--- src/rtl/cdb_pkg.sv ---
// Shared types for the common-data-bus arbiter.
// Entry layout, source ids and round-robin helper.
package cdb_pkg;

    localparam int N_SRC      = 3;
    localparam int CDB_TAG_W  = 6;
    localparam int CDB_DATA_W = 32;

    typedef enum logic [1:0] {
        SRC_ALU = 2'd0,
        SRC_LSQ = 2'd1,
        SRC_MUL = 2'd2
    } src_e;

    typedef struct packed {
        logic [CDB_TAG_W-1:0]  tag;
        logic [CDB_DATA_W-1:0] data;
        logic                  changeFlow;
        logic [CDB_DATA_W-1:0] jb_addr;
    } cdb_entry_t;

    // Successor of a source id, modulo N_SRC.
    function automatic logic [1:0] rr_next(input logic [1:0] i);
        return (i >= 2'd2) ? 2'd0 : i + 2'd1;
    endfunction

endpackage

--- src/rtl/cdb_src_fifo.sv ---
// Per-producer result FIFO feeding the CDB arbiter.
// Flush empties it; push and pop may coincide.
module cdb_src_fifo
    import cdb_pkg::*;
#(
    parameter int  DEPTH   = 2,
    parameter type entry_t = cdb_entry_t
) (
    input  logic   clk,
    input  logic   rst_n,
    input  logic   push,
    input  entry_t entry_in,
    input  logic   pop,
    input  logic   flush,
    output entry_t head,
    output logic   empty,
    output logic   full
);

    localparam int AW = (DEPTH > 1) ? $clog2(DEPTH) : 1;
    localparam int CW = AW + 1;

    logic [AW-1:0] r_wr;
    logic [AW-1:0] r_rd;
    logic [CW-1:0] r_cnt;
    entry_t        r_mem [DEPTH];

    logic w_push;
    logic w_pop;

    assign empty  = (r_cnt == '0);
    assign full   = (r_cnt == CW'(DEPTH));
    assign head   = r_mem[r_rd];
    assign w_push = push & ~full & ~flush;
    assign w_pop  = pop & ~empty & ~flush;

    // Pointer and occupancy bookkeeping; pointers wrap naturally.
    always_ff @(posedge clk or negedge rst_n) begin
        if (!rst_n) begin
            r_wr  <= '0;
            r_rd  <= '0;
            r_cnt <= '0;
        end else if (flush) begin
            r_wr  <= '0;
            r_rd  <= '0;
            r_cnt <= '0;
        end else begin
            if (w_push) r_wr <= r_wr + AW'(1);
            if (w_pop)  r_rd <= r_rd + AW'(1);
            unique case ({w_push, w_pop})
                2'b10:   r_cnt <= r_cnt + CW'(1);
                2'b01:   r_cnt <= r_cnt - CW'(1);
                default: r_cnt <= r_cnt;
            endcase
        end
    end

    // Entry storage; contents are don't-care while empty.
    always_ff @(posedge clk) begin
        if (w_push) r_mem[r_wr] <= entry_in;
    end

endmodule

--- src/rtl/cdb_arbiter.sv ---
// Round-robin arbiter from ALU/LSQ/MUL result FIFOs
// onto a single registered common data bus.
module cdb_arbiter
    import cdb_pkg::*;
#(
    parameter int DATA_W = CDB_DATA_W,
    parameter int TAG_W  = CDB_TAG_W,
    parameter int DEPTH  = 2
) (
    input  logic              clk,
    input  logic              rst_n,
    input  logic              flush,
    input  logic              alu_valid,
    output logic              alu_ready,
    input  logic [TAG_W-1:0]  alu_tag,
    input  logic [DATA_W-1:0] alu_data,
    input  logic              alu_changeFlow,
    input  logic [DATA_W-1:0] alu_jb_addr,
    input  logic              lsq_valid,
    output logic              lsq_ready,
    input  logic [TAG_W-1:0]  lsq_tag,
    input  logic [DATA_W-1:0] lsq_data,
    input  logic              mul_valid,
    output logic              mul_ready,
    input  logic [TAG_W-1:0]  mul_tag,
    input  logic [DATA_W-1:0] mul_data,
    output logic              cdb_valid,
    output logic [TAG_W-1:0]  cdb_tag,
    output logic [DATA_W-1:0] cdb_data,
    output logic              cdb_changeFlow,
    output logic [DATA_W-1:0] cdb_jb_addr,
    output logic [1:0]        cdb_src
);

    typedef struct packed {
        logic [TAG_W-1:0]  tag;
        logic [DATA_W-1:0] data;
        logic              changeFlow;
        logic [DATA_W-1:0] jb_addr;
    } entry_t;

    entry_t w_alu_in, w_lsq_in, w_mul_in;
    entry_t w_alu_hd, w_lsq_hd, w_mul_hd;
    entry_t w_sel;

    logic [N_SRC-1:0] w_empty;
    logic [N_SRC-1:0] w_full;
    logic [N_SRC-1:0] w_pop;
    logic             w_gnt;
    logic [1:0]       w_gnt_idx;
    logic [1:0]       w_idx;
    logic [1:0]       r_rr;

    assign w_alu_in = '{tag: alu_tag, data: alu_data,
                        changeFlow: alu_changeFlow,
                        jb_addr: alu_jb_addr};
    assign w_lsq_in = '{tag: lsq_tag, data: lsq_data,
                        changeFlow: 1'b0, jb_addr: '0};
    assign w_mul_in = '{tag: mul_tag, data: mul_data,
                        changeFlow: 1'b0, jb_addr: '0};

    // Ready depends only on stored occupancy.
    assign alu_ready = ~w_full[SRC_ALU];
    assign lsq_ready = ~w_full[SRC_LSQ];
    assign mul_ready = ~w_full[SRC_MUL];

    cdb_src_fifo #(.DEPTH(DEPTH), .entry_t(entry_t)) u_alu_fifo (
        .clk      (clk),
        .rst_n    (rst_n),
        .push     (alu_valid),
        .entry_in (w_alu_in),
        .pop      (w_pop[SRC_ALU]),
        .flush    (flush),
        .head     (w_alu_hd),
        .empty    (w_empty[SRC_ALU]),
        .full     (w_full[SRC_ALU])
    );

    cdb_src_fifo #(.DEPTH(DEPTH), .entry_t(entry_t)) u_lsq_fifo (
        .clk      (clk),
        .rst_n    (rst_n),
        .push     (lsq_valid),
        .entry_in (w_lsq_in),
        .pop      (w_pop[SRC_LSQ]),
        .flush    (flush),
        .head     (w_lsq_hd),
        .empty    (w_empty[SRC_LSQ]),
        .full     (w_full[SRC_LSQ])
    );

    cdb_src_fifo #(.DEPTH(DEPTH), .entry_t(entry_t)) u_mul_fifo (
        .clk      (clk),
        .rst_n    (rst_n),
        .push     (mul_valid),
        .entry_in (w_mul_in),
        .pop      (w_pop[SRC_MUL]),
        .flush    (flush),
        .head     (w_mul_hd),
        .empty    (w_empty[SRC_MUL]),
        .full     (w_full[SRC_MUL])
    );

    // First non-empty head starting at rr_ptr; flush suppresses grants.
    always_comb begin
        w_gnt     = 1'b0;
        w_gnt_idx = r_rr;
        w_idx     = r_rr;
        for (int k = 0; k < N_SRC; k++) begin
            if (!w_gnt && !w_empty[w_idx]) begin
                w_gnt     = 1'b1;
                w_gnt_idx = w_idx;
            end
            w_idx = rr_next(w_idx);
        end
        if (flush) w_gnt = 1'b0;
    end

    // One-hot pop of the granted FIFO.
    always_comb begin
        w_pop = '0;
        for (int i = 0; i < N_SRC; i++) begin
            w_pop[i] = w_gnt && (w_gnt_idx == 2'(i));
        end
    end

    // Head mux for the granted source.
    always_comb begin
        w_sel = w_alu_hd;
        unique case (1'b1)
            w_pop[SRC_LSQ]: w_sel = w_lsq_hd;
            w_pop[SRC_MUL]: w_sel = w_mul_hd;
            default:        w_sel = w_alu_hd;
        endcase
    end

    // CDB registers and round-robin pointer; payload holds when idle.
    always_ff @(posedge clk or negedge rst_n) begin
        if (!rst_n) begin
            r_rr           <= 2'd0;
            cdb_valid      <= 1'b0;
            cdb_tag        <= '0;
            cdb_data       <= '0;
            cdb_changeFlow <= 1'b0;
            cdb_jb_addr    <= '0;
            cdb_src        <= 2'd0;
        end else begin
            cdb_valid <= w_gnt;
            if (w_gnt) begin
                r_rr           <= rr_next(w_gnt_idx);
                cdb_tag        <= w_sel.tag;
                cdb_data       <= w_sel.data;
                cdb_changeFlow <= w_sel.changeFlow;
                cdb_jb_addr    <= w_sel.jb_addr;
                cdb_src        <= w_gnt_idx;
            end
        end
    end

endmodule

--- config.mk ---
export PLATFORM = sky130hd
export DESIGN_NAME = cdb_arbiter
export DESIGN_NICKNAME = d
export VERILOG_FILES = /design/src/rtl/cdb_pkg.sv /design/src/rtl/cdb_src_fifo.sv /design/src/rtl/cdb_arbiter.sv
export SDC_FILE = /design/constraint.sdc
export NUM_CORES = 1
export LEC_CHECK = 0
export ABC_AREA = 0
export BUFFER_PORTS_ARGS = -buffer_cell sky130_fd_sc_hd__buf_2
export CAP_MARGIN = 20
export CORE_MARGIN = 8
export CORE_UTILIZATION = 25
export DETAILED_ROUTE_END_ITERATION = 8
export PLACE_DENSITY = 0.47
export SLEW_MARGIN = 20
export SYNTH_ARGS = -nofsm -noshare
export SYNTH_HDL_FRONTEND = slang
export SYNTH_SLANG_ARGS = --single-unit
--- constraint.sdc ---
create_clock -name clk -period 8.6 [get_ports clk]
set_clock_uncertainty 0.1 [all_clocks]
set_input_delay 0.86 -clock clk [delete_from_list [all_inputs] [get_ports clk]]
set_output_delay 0.86 -clock clk [all_outputs]
set_load 0.02 [all_outputs]
==> Word level (Yosys, flattened, before mapping) <==
Memories as Yosys holds them, arrays and structs flattened.
Cells that the tools add are included.
{ "word_totals": {"mem_bits_rw": 294, "elab_cells": 131, "output_inout_bits": 77, "inputBits": 153, "register_bits": 88, "latchBits": 0, "rom_bits": 0, "mem_count": 3} }
{ "memory_table": {"columns": ["memory", "depth", "word_bits", "rd", "rd_ports_with_merged_regs", "write_ports", "line", "rtl"], "rows": [
  ["u_alu_fifo.r_mem", 2, 71, 1, 0, 1, "cdb_src_fifo.sv:26", "entry_t r_mem [DEPTH];"],
  ["u_lsq_fifo.r_mem", 2, 38, 1, 0, 1, "cdb_src_fifo.sv:26", null],
  ["u_mul_fifo.r_mem", 2, 38, 1, 0, 1, "cdb_src_fifo.sv:26", null]
]} }
{ "classes": {"n_lt_le_gt_ge": 6, "bitwise": 19, "addsub": 15, "n_mux": 40, "div_mod_pow": 0, "n_reduce_logical": 21, "n_eq_ne": 11, "n_mul": 0, "shift": 0} }
{ "ops": {"columns": ["operator", "n"], "rows": [
  ["71-bit case mux with 2 select lines", 1],
  ["1-bit two-way mux", 25],
  ["2-bit two-way mux", 8],
  ["2-bit == test, second input constant", 7],
  ["2-bit by 1-bit adder with 2-bit output, second input constant", 6],
  ["1-bit bitwise AND", 12],
  ["2-bit case mux with 2 select lines", 3],
  ["2-bit nonzero test", 6],
  ["2-bit by 3-bit less-than comparator with 1-bit output, second input constant", 3],
  ["3-bit nonzero test", 3],
  ["2-bit by 1-bit == test with 1-bit output, second input constant", 4],
  ["2-bit zero test", 4],
  ["1-bit inverter", 7],
  ["1-bit adder, second input constant", 6],
  ["1-bit binary-select mux with 2-bit select", 3],
  ["2-bit >= comparator, second input constant", 3],
  ["2-bit by 1-bit subtractor with 2-bit output, second input constant", 3],
  ["1-bit logical AND", 5],
  ["1-bit zero test", 3]
]} }

==> Longest topological paths before layout <==
{ "depth": {"depth_word": 17, "depth_mapped": 7, "ltp_nobuf": 4} }

==> By module <==
From an unflattened synthesis, not the netlist that was laid out.
{ "unflattened": {"cells_unflattened": 1175, "area_unflattened_um2": 20786.2} }
{ "by_module_without_submodules": {"columns": ["module", "area_each_um2", "seq_area_each_um2", "instances", "cells_each"], "rows": [
  ["cdb_src_fifo at u_lsq_fifo ...", 5323.9, 4364.2, 2, 246],
  ["cdb_src_fifo at u_alu_fifo", 5336.4, 4364.2, 1, 247],
  ["cdb_arbiter", 4802.1, 1901.8, 1, 436]
]} }

==> Worst setup path after synthesis <==
No wires, ideal clock.
{ "synth_timing": {"kind": "in2reg", "from": "in flush", "to": "mem u_alu_fifo.r_mem[1][0] (netlist bit), enable pin", "t_arrival_ns": 6.456, "setup_ns": 0.602, "path_buffers": 2, "cell_stages": 3, "t_required_ns": 7.898, "setup_slack_ns": 1.442, "path_cell_list": "clkbuf_1 clkbuf_1 nor3b_1"} }
{ "synth_via": {"elab_chain_cells": 4} }
{ "synth_rtl": {"columns": ["element", "line", "rtl"], "rows": [
  ["start: declaration", "cdb_arbiter.sv:12", "input logic flush,"],
  ["1-bit inverter", "cdb_src_fifo.sv:34", "assign w_push = push & ~full & ~flush;"],
  ["1-bit bitwise AND", "cdb_src_fifo.sv:34", null],
  ["1-bit two-way mux", "cdb_src_fifo.sv:60", "if (w_push) r_mem[r_wr] <= entry_in;"],
  ["1-bit two-way mux (implied by the code)", "cdb_src_fifo.sv:60", null],
  ["end: declaration", "cdb_src_fifo.sv:26", null]
]} }
Every way passes these cells.

==> Worst setup path in the final report <==
{ "layout_timing": {"from": "in flush", "to": "reg cdb_jb_addr[30]"} }
{ "layout_via": {"elab_chain_cells": 3, "word_cells_on_any_way": 4, "classes_between": "mux (2); reduce/logical (2)"} }
{ "layout_rtl": {"columns": ["element", "line", "rtl"], "rows": [
  ["1-bit two-way mux *", "cdb_arbiter.sv:115", "if (flush) w_gnt = 1'b0;"],
  ["1-bit logical AND", "cdb_arbiter.sv:122", "w_pop[i] = w_gnt && (w_gnt_idx == 2'(i));"],
  ["71-bit case mux with 2 select lines", "cdb_arbiter.sv:129", "unique case (1'b1)"],
  ["end signal: assignment", "cdb_arbiter.sv:153", "cdb_jb_addr <= w_sel.jb_addr;"],
  ["end: declaration", "cdb_arbiter.sv:31", "output logic [DATA_W-1:0] cdb_jb_addr,"]
]} }
Mark *: on every way between the ends. The rest lies on a longest branch, timed or not.
A chain may end at the register's enable or synchronous reset.

==> run summary <==
P_leak = 6.61 nW
DRC viols = 0
Fin crit period = 2.81 ns
Switch share = 30.7%
DRT Wirelength = 39,600 um
Clk sinks = 382
Min-delay worst type = in2async
Die Footprint = 0.0663 mm^2
Maximum vdd ir drop = 166 uV
Share of flip-flops with an asynchronous set or reset = 23.0%
Sequential share of power = 44.0%
Yosys cell types = 46
DRT Pass-1 Iters = 5
Io pins = 230
CTS clock-pin slew for the worst setup and hold paths = 0.06 ns
Row count = 88
Unrepaired setup endpoints after global routing = false
I/O Buffers = 229
Max Cap Viol = 0
Skew-Pair Late Insertion Delay = 0.56 ns
Final period utilization = 32.6%
GR Overflow Total = 0
Int Power = 3.79 mW
Ratio of cells with drive above 1 in the final layout = 38.1%
Synth Warn # = 0
Initial DRC Count = 402
Critical path type = in2reg
Clock power share = 33.8%
Total track usage = 11.6%
Final hold violations = 0
Routability congestion estimate = 0.717
Detailed Place HPWL = 25,000 um
Die Y = 257 um
Total Power = 5.47 mW
Post-CTS Setup Repair Bufs = 0
Worst Setup Start Kind = input port
Syn-to-layout area delta = 24.0%
Logic pwr share = 22.2%
Antenna-violating nets left = 0
Post-layout util = 31.3%
Endpoint class of the critical path = flip-flop
Fin Hold WS = 0.199 ns
Status = completed
Core area = 0.0577 mm^2
Drt wl/cell = 20.9 um
Initial Util = 25.3%
WP data arrival = 3.12 ns
Primary FF master, synth = edfxtp_1
TritonCTS clock tree = built
Synth Instances = 849
Cell area after synthesis = 0.0146 mm^2
Mapped Nets = 1,002
Sw Pwr = 1.68 mW
Number of synthesized flops with an enable pin = 294
Post-CTS sizing = 0
Clk buf depth = 3
H-tree level count = 2
Number of nets in the layout = 1,245
Number of global-route vias before repair = 8,784
Pins Over Slew Limit = 0
Worst-margin pin slew = 1.07 ns
Final setup viols = 0
First-pass GRT wire length = 57,700 um
Die X = 257 um
Vias per std cell = 4.36
Num CTS Buffers = 44
Max FO, Critical Path = 42
Setup TNS = 0 ns
Relative slew slack = 28.8%
Syn Area/Cell = 17.2 um^2
Sequential share of the synthesized area = 75.7%
Initial antenna violation count = 6
Root buffer cell = clkbuf_16
Largest net degree at the start of global routing = 75
Hold Buf Count CTS = 0
Yosys reg bits = 382
CP Data Required Time = 8.91 ns
F_max = 0.356 GHz
Vias = 8,268
Pwr Density = 303 mW/mm^2
==> Yosys cell counts, types with 3 or more instances <==
master,number,share of area [%]
buf_2,11,0.38
clkbuf_1,30,0.77
nor2_1,10,0.26
dfrtp_1,88,15
nand2b_1,5,0.21
o211ai_2,18,1.5
mux2_2,77,5.9
edfxtp_1,294,61
xor2_1,4,0.24
nor3b_1,4,0.21
buf_6,7,0.54
a32oi_1,38,2.3
nand2_1,82,2.1
a21oi_1,9,0.31
o211ai_1,22,1.1
inv_1,3,0.077
o21ai_1,33,1.1
nor3_1,4,0.14
o21ai_0,3,0.10
o32a_1,3,0.21
mux2i_1,72,4.9
==> cells in the final DEF, fill, tap and decap left out, types with 2 or more instances in the layout <==
master,synthesis,layout
nor3_2,0,3
buf_4,2,19
o21ai_1,33,33
clkbuf_8,0,7
inv_6,0,3
inv_1,3,3
o21bai_1,2,2
dfrtp_2,0,2
clkbuf_16,0,45
nand2_1,82,82
dfrtp_1,88,85
o31a_1,2,2
a32oi_1,38,38
clkinvlp_4,0,2
mux2i_1,72,72
xor2_1,4,4
clkinv_2,0,7
o211ai_2,18,18
clkinv_1,0,3
a21o_1,2,2
mux2_2,77,77
edfxtp_1,294,294
bufinv_16,0,3
diode_2,0,4
clkbuf_1,30,10
or2_2,2,2
nor2b_1,2,2
nor3b_2,0,3
buf_2,11,228
or3_1,2,2
nand2b_1,5,5
o32a_1,3,2
a21oi_1,9,9
o21ai_0,3,3
nor2_1,10,9
o211ai_1,22,22
==> final timing paths <==
| kind | from | endpoint | slack, ns | cells past startpoint |
|---|---|---|---|---|
| setup / recovery | flush | cdb_jb_addr[30] | 5.79 | 5 |
| hold / removal | rst_n | cdb_jb_addr[4] | 0.20 | 1 |
| setup reg to reg | u_alu_fifo.r_cnt[1] | cdb_jb_addr[30] | 5.80 | 4 |
| hold reg to reg | cdb_jb_addr[16] | cdb_jb_addr[16] | 0.38 | 2 |
| max in group asynchronous | rst_n | u_alu_fifo.r_rd | 6.97 | 2 |
| min in group clk | cdb_jb_addr[16] | cdb_jb_addr[16] | 0.38 | 2 |
==> state kept, by name, summed over array words and instances, names as in the netlist, 6 cells and up <==
register          flops
cdb_jb_addr          32
u_alu_fifo.r_mem    142
cdb_tag               6
u_lsq_fifo.r_mem     76
u_mul_fifo.r_mem     76
cdb_data             32
==> through the flow <==
step	cell area [um^2]	worst slack [ns]	std cells
global placement	16600	5.19	1810
CTS	18000	5.70	1890
global route	18100	5.51	1893
detailed placement	16600	5.14	1810
floorplan	14600	1.44	849
finish	18100	5.79	1895
==> power by group through the flow <==
stage	combinational [mW]	clock [mW]	sequential, mW
floorplan	0.649	0	2.56
global placement	1.23	0	2.44
detailed placement	1.24	0	2.44
CTS	1.24	1.92	2.41
finish	1.22	1.85	2.41
global route	1.32	1.99	2.44
==> kinds of logic (layout without fill, tap and decap cells) <==
logic type,after synthesis,count (layout),share of synthesized area [%]
AOI/OAI and AO/OA,143,143,7.72
xor gates and xnor gates,5,5,0.300
buffers and inverters,54,331,1.90
DFF,382,382,75.7
muxes,149,149,10.9
other,0,4,0
and+or+nand+nor,116,116,3.51
==> layout make-up <==
cell class | instances | area [um^2]
clock buffers | 62 | 1260
repair buffers | 248 | 1310
clock inverters | 18 | 178
well taps | 765 | 957
fillers | 5759 | 39600
inverters | 3 | 11.3
flip-flops and latches | 382 | 11000
diodes | 4 | 10.0
multi-input cells | 413 | 3320
==> routing by layer <==
| layer | GRT usage (%) | up-vias | wire, um |
|---|---|---|---|
| met4 | 3.70 | 4 | 982 |
| met3 | 3.17 | 63 | 2220 |
| met5 | 0 | - | 23 |
| met2 | 19.4 | 213 | 19600 |
| li1 | - | 3790 | - |
| met1 | 14.4 | 4198 | 16800 |
==> critical path: stages <==
cell	delay [ns]
buf_2	0.49
nand2b_1	0.19
o32a_2	0.75
buf_4	0.62
o21ai_1	0.15
No activity file was read; power rests on OpenSTA's default activity.
